--- src/rtl/axi2mem_tcdm_wr_unit.sv ---
// Write-side TCDM back end of the axi2mem bridge. Each 64-bit AXI beat is split into two
// 32-bit TCDM writes (port 0 = low word, port 1 = high word). One completion id is
// returned per burst once both ports have retired their last word.
module axi2mem_tcdm_wr_unit #(
   parameter int unsigned ADDR_WIDTH = 32,
   parameter int unsigned ID_WIDTH   = 6,
   parameter int unsigned CMD_DEPTH  = 4,
   parameter int unsigned DATA_DEPTH = 4,
   parameter int unsigned RESP_DEPTH = 4
) (
   input  logic                             clk_i,
   input  logic                             rst_ni,
   input  logic                             test_en_i,
   input  logic [1:0][ID_WIDTH-1:0]         trans_id_i,
   input  logic [1:0][ADDR_WIDTH-1:0]       trans_add_i,
   input  logic [1:0]                       trans_last_i,
   input  logic [1:0]                       trans_req_i,
   output logic [1:0]                       trans_gnt_o,
   input  logic [63:0]                      data_dat_i,
   input  logic [7:0]                       data_strb_i,
   input  logic                             data_req_i,
   output logic                             data_gnt_o,
   output logic [1:0]                       tcdm_req_o,
   output logic [1:0][ADDR_WIDTH-1:0]       tcdm_add_o,
   output logic [1:0]                       tcdm_wen_o,
   output logic [1:0][31:0]                 tcdm_wdata_o,
   output logic [1:0][3:0]                  tcdm_be_o,
   input  logic [1:0]                       tcdm_gnt_i,
   output logic                             trans_r_req_o,
   output logic [ID_WIDTH-1:0]              trans_r_id_o,
   input  logic                             trans_r_gnt_i
);

   localparam int unsigned CmdPtrW = (CMD_DEPTH > 1) ? $clog2(CMD_DEPTH) : 1;
   localparam int unsigned CmdCntW = $clog2(CMD_DEPTH) + 1;
   localparam int unsigned DatPtrW = (DATA_DEPTH > 1) ? $clog2(DATA_DEPTH) : 1;
   localparam int unsigned DatCntW = $clog2(DATA_DEPTH) + 1;
   localparam int unsigned RspPtrW = (RESP_DEPTH > 1) ? $clog2(RESP_DEPTH) : 1;
   localparam int unsigned RspCntW = $clog2(RESP_DEPTH) + 1;
   localparam int unsigned LcW     = $clog2(RESP_DEPTH) + 1;

   logic                            unused_test_en;
   logic [1:0]                      head_valid, head_last, pop, stall;
   logic [1:0][ID_WIDTH-1:0]        head_id;
   logic [1:0][ADDR_WIDTH-1:0]      head_add;
   logic [1:0][31:0]                head_dat;
   logic [1:0][3:0]                 head_be;
   logic [1:0]                      cmd_full, dat_full;
   logic                            dat_push;

   logic [ID_WIDTH-1:0]             r_mem [RESP_DEPTH];
   logic [RspPtrW-1:0]              r_wptr_q, r_rptr_q;
   logic [RspCntW-1:0]              r_cnt_q;
   logic                            resp_push, resp_pop, resp_full;
   logic [1:0][LcW-1:0]             last_cnt_q;

   assign unused_test_en = test_en_i;

   // Both data halves are pushed together, so either full data FIFO stalls the beat.
   assign data_gnt_o = ~dat_full[0] & ~dat_full[1];
   assign dat_push   = data_req_i & data_gnt_o;
   assign tcdm_wen_o = '0;

   for (genvar i = 0; i < 2; i++) begin : g_port
      logic [ID_WIDTH-1:0]   cid_mem  [CMD_DEPTH];
      logic [ADDR_WIDTH-1:0] cadd_mem [CMD_DEPTH];
      logic                  clast_mem[CMD_DEPTH];
      logic [31:0]           dat_mem  [DATA_DEPTH];
      logic [3:0]            be_mem   [DATA_DEPTH];
      logic [CmdPtrW-1:0]    c_wptr_q, c_rptr_q;
      logic [CmdCntW-1:0]    c_cnt_q;
      logic [DatPtrW-1:0]    d_wptr_q, d_rptr_q;
      logic [DatCntW-1:0]    d_cnt_q;
      logic                  cmd_push;

      assign cmd_full[i]    = (c_cnt_q == CmdCntW'(CMD_DEPTH));
      assign dat_full[i]    = (d_cnt_q == DatCntW'(DATA_DEPTH));
      assign trans_gnt_o[i] = ~cmd_full[i];
      assign cmd_push       = trans_req_i[i] & trans_gnt_o[i];

      assign head_valid[i] = (c_cnt_q != '0) & (d_cnt_q != '0);
      assign head_id[i]    = head_valid[i] ? cid_mem[c_rptr_q]   : '0;
      assign head_add[i]   = head_valid[i] ? cadd_mem[c_rptr_q]  : '0;
      assign head_last[i]  = head_valid[i] ? clast_mem[c_rptr_q] : 1'b0;
      assign head_dat[i]   = head_valid[i] ? dat_mem[d_rptr_q]   : '0;
      assign head_be[i]    = head_valid[i] ? be_mem[d_rptr_q]    : '0;

      // A word with no strobes is retired without touching the TCDM.
      assign pop[i]          = head_valid[i] & ~stall[i] & ((head_be[i] == 4'h0) | tcdm_gnt_i[i]);
      assign tcdm_req_o[i]   = head_valid[i] & ~stall[i] & (head_be[i] != 4'h0);
      assign tcdm_add_o[i]   = head_add[i];
      assign tcdm_wdata_o[i] = head_dat[i];
      assign tcdm_be_o[i]    = head_be[i];

      // FIFO storage writes
      always_ff @(posedge clk_i) begin
         if (cmd_push) begin
            cid_mem[c_wptr_q]   <= trans_id_i[i];
            cadd_mem[c_wptr_q]  <= trans_add_i[i];
            clast_mem[c_wptr_q] <= trans_last_i[i];
         end
         if (dat_push) begin
            dat_mem[d_wptr_q] <= data_dat_i[32*i +: 32];
            be_mem[d_wptr_q]  <= data_strb_i[4*i +: 4];
         end
      end

      // FIFO pointers and occupancy
      always_ff @(posedge clk_i or negedge rst_ni) begin
         if (!rst_ni) begin
            c_wptr_q <= '0;
            c_rptr_q <= '0;
            c_cnt_q  <= '0;
            d_wptr_q <= '0;
            d_rptr_q <= '0;
            d_cnt_q  <= '0;
         end else begin
            if (cmd_push) begin
               c_wptr_q <= (c_wptr_q == CmdPtrW'(CMD_DEPTH - 1)) ? '0 : c_wptr_q + CmdPtrW'(1);
            end
            if (dat_push) begin
               d_wptr_q <= (d_wptr_q == DatPtrW'(DATA_DEPTH - 1)) ? '0 : d_wptr_q + DatPtrW'(1);
            end
            if (pop[i]) begin
               c_rptr_q <= (c_rptr_q == CmdPtrW'(CMD_DEPTH - 1)) ? '0 : c_rptr_q + CmdPtrW'(1);
               d_rptr_q <= (d_rptr_q == DatPtrW'(DATA_DEPTH - 1)) ? '0 : d_rptr_q + DatPtrW'(1);
            end
            case ({cmd_push, pop[i]})
               2'b10:   c_cnt_q <= c_cnt_q + CmdCntW'(1);
               2'b01:   c_cnt_q <= c_cnt_q - CmdCntW'(1);
               default: c_cnt_q <= c_cnt_q;
            endcase
            case ({dat_push, pop[i]})
               2'b10:   d_cnt_q <= d_cnt_q + DatCntW'(1);
               2'b01:   d_cnt_q <= d_cnt_q - DatCntW'(1);
               default: d_cnt_q <= d_cnt_q;
            endcase
         end
      end
   end

   // Port 0 owns the completion id; it may not retire a last word while the id cannot be stored.
   assign stall     = {1'b0, head_last[0] & resp_full};
   assign resp_full = (r_cnt_q == RspCntW'(RESP_DEPTH));
   assign resp_push = pop[0] & head_last[0];

   assign trans_r_req_o = (r_cnt_q != '0) & (last_cnt_q[0] != '0) & (last_cnt_q[1] != '0);
   assign trans_r_id_o  = (r_cnt_q != '0) ? r_mem[r_rptr_q] : '0;
   assign resp_pop      = trans_r_req_o & trans_r_gnt_i;

   // Completion id storage write
   always_ff @(posedge clk_i) begin
      if (resp_push) begin
         r_mem[r_wptr_q] <= head_id[0];
      end
   end

   // Completion FIFO pointers and per-port finished-burst counters
   always_ff @(posedge clk_i or negedge rst_ni) begin
      if (!rst_ni) begin
         r_wptr_q   <= '0;
         r_rptr_q   <= '0;
         r_cnt_q    <= '0;
         last_cnt_q <= '0;
      end else begin
         if (resp_push) begin
            r_wptr_q <= (r_wptr_q == RspPtrW'(RESP_DEPTH - 1)) ? '0 : r_wptr_q + RspPtrW'(1);
         end
         if (resp_pop) begin
            r_rptr_q <= (r_rptr_q == RspPtrW'(RESP_DEPTH - 1)) ? '0 : r_rptr_q + RspPtrW'(1);
         end
         case ({resp_push, resp_pop})
            2'b10:   r_cnt_q <= r_cnt_q + RspCntW'(1);
            2'b01:   r_cnt_q <= r_cnt_q - RspCntW'(1);
            default: r_cnt_q <= r_cnt_q;
         endcase
         for (int i = 0; i < 2; i++) begin
            case ({pop[i] & head_last[i], resp_pop})
               2'b10:   last_cnt_q[i] <= last_cnt_q[i] + LcW'(1);
               2'b01:   last_cnt_q[i] <= last_cnt_q[i] - LcW'(1);
               default: last_cnt_q[i] <= last_cnt_q[i];
            endcase
         end
      end
   end

endmodule

--- config.mk ---
export PLATFORM = sky130hd
export DESIGN_NAME = axi2mem_tcdm_wr_unit
export DESIGN_NICKNAME = d
export VERILOG_FILES = /design/src/rtl/axi2mem_tcdm_wr_unit.sv
export SDC_FILE = /design/constraint.sdc
export NUM_CORES = 1
export LEC_CHECK = 0
export CELL_PAD_IN_SITES_DETAIL_PLACEMENT = 0
export CELL_PAD_IN_SITES_GLOBAL_PLACEMENT = 1
export CORE_ASPECT_RATIO = 0.5
export CORE_MARGIN = 2
export CORE_UTILIZATION = 52
export DETAILED_ROUTE_END_ITERATION = 12
export GPL_ROUTABILITY_DRIVEN = 0
export GPL_TIMING_DRIVEN = 1
export PLACE_DENSITY_LB_ADDON = 0.1
export SLEW_MARGIN = 0
export SYNTH_ARGS = -nofsm -noshare
export SYNTH_HDL_FRONTEND = slang
export SYNTH_SLANG_ARGS = --single-unit
export TNS_END_PERCENT = 20
--- constraint.sdc ---
create_clock -name clk_i -period 5 [get_ports clk_i]
set_input_delay 0.75 -clock clk_i [delete_from_list [all_inputs] [get_ports clk_i]]
set_output_delay 0.75 -clock clk_i [all_outputs]
set_load 0.005 [all_outputs]
Yosys cells after proc, flatten, opt, wreduce, memory -nomap -nowiden
Memory sizes are Yosys's and may differ from the RTL's.
Cells that the tools add are included.
- flip-flop bits (word level): 41
- bits in writable memories: 600
- input port bits: 159
- memories kept: 10
- $add $sub $neg: 24
- equal/unequal tests: 27
- multiplexer cells: 35
- bitwise operators: 24
- reduce and logical (&&, ||, !) cells: 17
- memories (memory ; words ; bits a word ; rd ports ; clocked after Yosys merged registers in ; wr ports ; RTL line ; source):
    g_port[0].cadd_mem ; 4 ; 32 ; 1 ; 0 ; 1 ; 66 ; logic [ADDR_WIDTH-1:0] cadd_mem [CMD_DEPTH];
    g_port[0].dat_mem ; 4 ; 32 ; 1 ; 0 ; 1 ; 68 ; logic [31:0] dat_mem [DATA_DEPTH];
    g_port[1].cadd_mem ; 4 ; 32 ; 1 ; 0 ; 1 ; 66 ;
    g_port[1].dat_mem ; 4 ; 32 ; 1 ; 0 ; 1 ; 68 ;
    g_port[0].cid_mem ; 4 ; 6 ; 1 ; 0 ; 1 ; 65 ; logic [ID_WIDTH-1:0] cid_mem [CMD_DEPTH];
    r_mem ; 4 ; 6 ; 1 ; 0 ; 1 ; 51 ; logic [ID_WIDTH-1:0] r_mem [RESP_DEPTH];
    4 more memories ; -- ; -- ; -- ; -- ; -- ; -- ;
- operators by type and width (operator ; count):
    $mux 32 ; 4
    $pmux 3 s2 ; 7
    $eq 2x2->1 const B ; 16
    $add 3x1->3 const B ; 7
    $reduce_bool 3->1 ; 7
    $sub 3x1->3 const B ; 7
    $add 2x1->2 const B ; 10
    $mux 2 ; 10
    $and 1x1->1 ; 17
    $eq 3x3->1 const B ; 5
    $eq 2x1->1 const B ; 6
    $mux 6 ; 2
    $reduce_bool 2->1 ; 6
    $mux 1 ; 10
    $logic_not 4->1 ; 2
    $mux 4 ; 2
    $reduce_bool 4->1 ; 2
    $not 1->1 ; 5
    $or 1x1->1 ; 2

Depth between registers and ports, before layout
- depth in word-level cells: 10
- mapped depth: 11
- gate-level depth less buffers: 10

Worst setup path before layout
No wires, ideal clock.
- path kind: flip-flop to flip-flop
- from: register g_port[1].d_rptr_q[0]
- to: register g_port[1].c_cnt_q[2]
- setup time: 0.079 ns
- arrival time: 2.648 ns
- data required time: 4.921 ns
- setup slack: 2.272 ns
- cell stages (with the launch flop): 12
- buffers on the path: 1
- cell sequence: dfrtp_1 > buf_2 > mux4_2 > nor4_2 > o21ai_1 > inv_1 > ha_1 > inv_1 > fa_1 > xor2_1 > nor2_1 > xor2_1
- longest elaborated chain between the ends: 7
- RTL lines (what ; RTL line ; source):
    start, declared ; 72 ; logic [DatPtrW-1:0] d_wptr_q, d_rptr_q;
    start signal, assigned ; 126 ; d_rptr_q <= (d_rptr_q == DatPtrW'(DATA_DEPTH - 1)) ? '0 : d_rptr_q + DatPtrW'(1);
    $mem_v2 4x4 * ; -- ;
    $mux 4 * ; 86 ; assign head_be[i] = head_valid[i] ? be_mem[d_rptr_q] : '0;
    $logic_not 4->1 * ; 89 ; assign pop[i] = head_valid[i] & ~stall[i] & ((head_be[i] == 4'h0) | tcdm_gnt_i[i]);
    $or 1x1->1 * ; 89 ;
    $and 1x1->1 * ; 89 ;
    net pop[1] ; 43 ; logic [1:0] head_valid, head_last, pop, stall;
    $eq 2x1->1 / $eq 2x2->1 (equally long branches) ; 128 ; case ({cmd_push, pop[i]})
    $pmux 3 s2 / $reduce_bool 2->1 (equally long branches) ; -- ;
    end signal, assigned ; 129 ; 2'b10: c_cnt_q <= c_cnt_q + CmdCntW'(1);
    end signal, assigned ; 130 ; 2'b01: c_cnt_q <= c_cnt_q - CmdCntW'(1);
    end signal, assigned ; 131 ; default: c_cnt_q <= c_cnt_q;
    end, declared ; 71 ; logic [CmdCntW-1:0] c_cnt_q;
The timed path passes the listed nets; every way through them passes the cells marked *.
A chain may end at the register's enable or synchronous reset.

Final worst setup path
- from: register g_port[1].d_rptr_q[1]
- to: output tcdm_req_o[1]
- longest elaborated chain between the ends: 4
- RTL lines (what ; RTL line ; source):
    $mem_v2 4x4 ; -- ;
    $mux 4 ; 86 ;
    $reduce_bool 4->1 ; 90 ; assign tcdm_req_o[i] = head_valid[i] & ~stall[i] & (head_be[i] != 4'h0);
    $and 1x1->1 ; 90 ;
    end, declared ; 23 ; output logic [1:0] tcdm_req_o,
No other way between the ends.

==> metrics.cfg <==
[critical_path]
cp_slowest_stage_delay_ns = 1.01
crit_path_start = g_port[1].d_rptr_q[1]$_DFFE_PN0P_
worst_path_max_delay_cell = dfrtp_2
cp_num_buf_inv = 1
crit_path_end_kind = output port
r2r_start = g_port[0].d_rptr_q[0]$_DFFE_PN0P_
critPathMaxFanout = 38
worstPathRequired_ns = 4.25
cp-start-kind = flop
path_cells = mux4_2 > and2_1 > or4_1 > clkdlybuf4s50_1
worst_ep_arrival_time_ns = 3.30
crit_type = reg -> out
crit_family = flip-flops

[grt]
grt_max_degree = 42
grt_pass1_wl_um = 73640
grt_pass1_vias = 12960
antenna_found_initial = 0
grt_use_total_pct = 19.15
grt.overflow.total = 0

[timing]
rsz0062_at_grt = false
post-route-period-util_pct = 81.03
tightest_slew_ns = 1.268
max_slew_margin_pct = 15.49
max_clock_freq_mhz = 246.8
hold_ws_ns = 0.2989
setup_violations = 0
finalClockSkew_ns = 0.02449
finalSetupTns_ns = 0
finalMaxSlewViolations = 0
fin_crit_ns = 4.051
finalHoldViolCount = 0

[route]
wl_per_cell_um = 21.57
vias = 11870
drt-pass1-iter-count = 5
drc_errors = 0
ant_nets = 0
wirelength_um = 47210
via_per_inst = 5.421
dr.first_iter.drc_count = 702

[cells_and_area]
syn_to_final_growth_pct = 21.83
diodes = 0
final_layout_size_suffix_gt1_share_pct = 17.86
final_cell_area_sq_um = 30610
fill_cells = 3237
layout.nets = 1701

[clock_tree]
clock_sinks = 641
cts_htree_levels = 2
clk_path_buf_depth = 3
cts_buffers = 56
holdBufCountCts = 0
clockRootBuffer = clkbuf_16
cts_tree = yes
cts.repair.resized = 0
clk_latency_ns = 0.60
postCtsSetupBuffers = 0
clk_pin_slew_ns = 0.07

[yosys]
ys_ff_latch = 641
synth_area_sq_um = 25130
synth_seq_area_share_pct = 75.79
avgSynthCellArea_sq_um = 21.19
synth_most_common_cell = edfxtp_1
synth.area.top_cells = edfxtp_1, mux4_2, dfrtp_1, and2_1, ha_1
ys_types = 36
synth.top_cell.area_share_pct = 71.71
synth_edf_count = 600
yosys_most_used_dff = edfxtp_1
synthCells = 1186
synth_largest_area_cell = edfxtp_1
yosys_warnings = 0
ys_async_sr_fraction_pct = 6.396
synth_commonest_cells = edfxtp_1, mux4_2, and2_1

[pwr]
p_int_mw = 13.66
power.density_nw_per_um2 = 626.1
p_comb_share_pct = 36.8
pwr-share-clk_pct = 22.2
power_leakage_nw = 10.26
p_seq_share_pct = 40.9
power_switching_mw = 5.509
switching_share_pct = 28.74
peakVddDrop_uv = 354.0

[floorplanning]
core_sq_um = 47300
dieArea_sq_um = 50200
rows = 56
io_pins = 309
initial_core_util_pct = 53.13
dieWidth_um = 314.9
die_y_um = 159.4

[min_path]
hp-class = in -> async

[run]
drv_cap = 0

[placement]
placed_cell_area_sq_um = 28820
dp_hpwl_um = 28500
portBuffers = 299

[status]
status = complete, no violations

==> sequential cells by signal (all words and copies together), names as in the netlist, 4 cells and up <==
| register | cells |
|---|---|
| g_port.c_wptr_q | 4 |
| g_port.c_rptr_q | 4 |
| g_port.c_cnt_q | 6 |
| g_port.cadd_mem | 256 |
| last_cnt_q | 6 |
| g_port.cid_mem | 24 |
| g_port.dat_mem | 256 |
| r_mem | 24 |
| g_port.d_wptr_q | 4 |
| g_port.d_cnt_q | 6 |
| g_port.clast_mem | 8 |
| g_port.be_mem | 32 |
| g_port.d_rptr_q | 4 |
==> worst paths after layout <==
check | endpoint | slack (ns) | depth (start not counted)
min in group clk_i | last_cnt_q[2]$_DFFE_PN0P_ | 0.48 | 1
max | tcdm_req_o[1] | 0.95 | 4
min | r_rptr_q[0]$_DFFE_PN0P_ | 0.30 | 1
max in group asynchronous | g_port[0].c_rptr_q[1]$_DFFE_PN0P_ | 4.01 | 1
max reg2reg | g_port[0].d_cnt_q[2]$_DFFE_PN0P_ | 1.33 | 9
min reg2reg | last_cnt_q[2]$_DFFE_PN0P_ | 0.48 | 1
==> through the flow <==
step                      utilization, %  power [mW]  setup WS, ns  std cells
after floorplan                        -       11.71         2.272       1187
after global placement             60.93       14.97         1.322       2084
after detailed placement           60.93       15.21         1.203       2084
after CTS                          64.72       19.50        0.8553       2189
after global routing               64.72       20.24        0.7790       2189
final                              64.72       19.16        0.9486       2189
==> per-layer routing <==
layer / part of all wire (%) / vias to the layer above / GRT usage [%]
li1: - / 5348 / -
met1: 40 / 6239 / 23.75
met2: 54 / 212 / 35.01
met3: 4.1 / 67 / 3.582
met4: 1.9 / 0 / 4.264
met5: 0 / - / 0
==> cell type report <==
| type | instances | area (sq um) | area share [%] |
|---|---|---|---|
| Tap cell | 638 | 798.3 | 2.608 |
| Inverter | 35 | 131.4 | 0.4292 |
| Multi-Input combinational cell | 456 | 5738 | 18.75 |
| Sequential cell | 641 | 19050 | 62.24 |
| Timing Repair Buffer | 314 | 3100 | 10.13 |
| Clock buffer | 65 | 1456 | 4.758 |
| Clock inverter | 40 | 335.3 | 1.095 |
==> cell usage in the layout, fill, tap and decap left out, drive strengths merged, types with 2 or more instances in the layout <==
master           n
mux2            20
clkdlybuf4s50  298
buf             16
mux4           150
xnor2            7
bufinv           6
edfxtp         600
nor2b            6
ha              31
and2           145
inv             37
conb             2
clkinv          32
nor4             2
mux2i            5
clkbuf          65
nor3             8
o21ai            3
nand2            5
xor2            14
dfrtp           41
fa               7
nor2            22
nand3            3
and3            20
==> power groups by stage <==
| stage | logic, mW | clock network (mW) | registers (mW) |
|---|---|---|---|
| finish | 7.06 | 4.26 | 7.84 |
| global route | 7.67 | 4.59 | 7.99 |
| CTS | 7.25 | 4.36 | 7.88 |
| detailed placement | 7.21 | 0 | 8.00 |
| global placement | 7.07 | 0 | 7.90 |
| floorplan | 4.15 | 0 | 7.56 |
==> cells by family after synthesis <==
| kind of cell | count (synthesis) | synth area share [%] |
|---|---|---|
| multiplexers | 175 | 14.56 |
| AND/OR/NAND/NOR | 213 | 5.079 |
| AO/OA/AOI/OAI | 7 | 0.2290 |
| adder cells (fa/ha/maj) | 38 | 2.101 |
| other | 1 | 0.01492 |
| XOR/XNOR | 21 | 0.7320 |
| buffers and inverters | 90 | 1.499 |
| flip-flops | 641 | 75.79 |
Power figures use the tool's default switching activity.
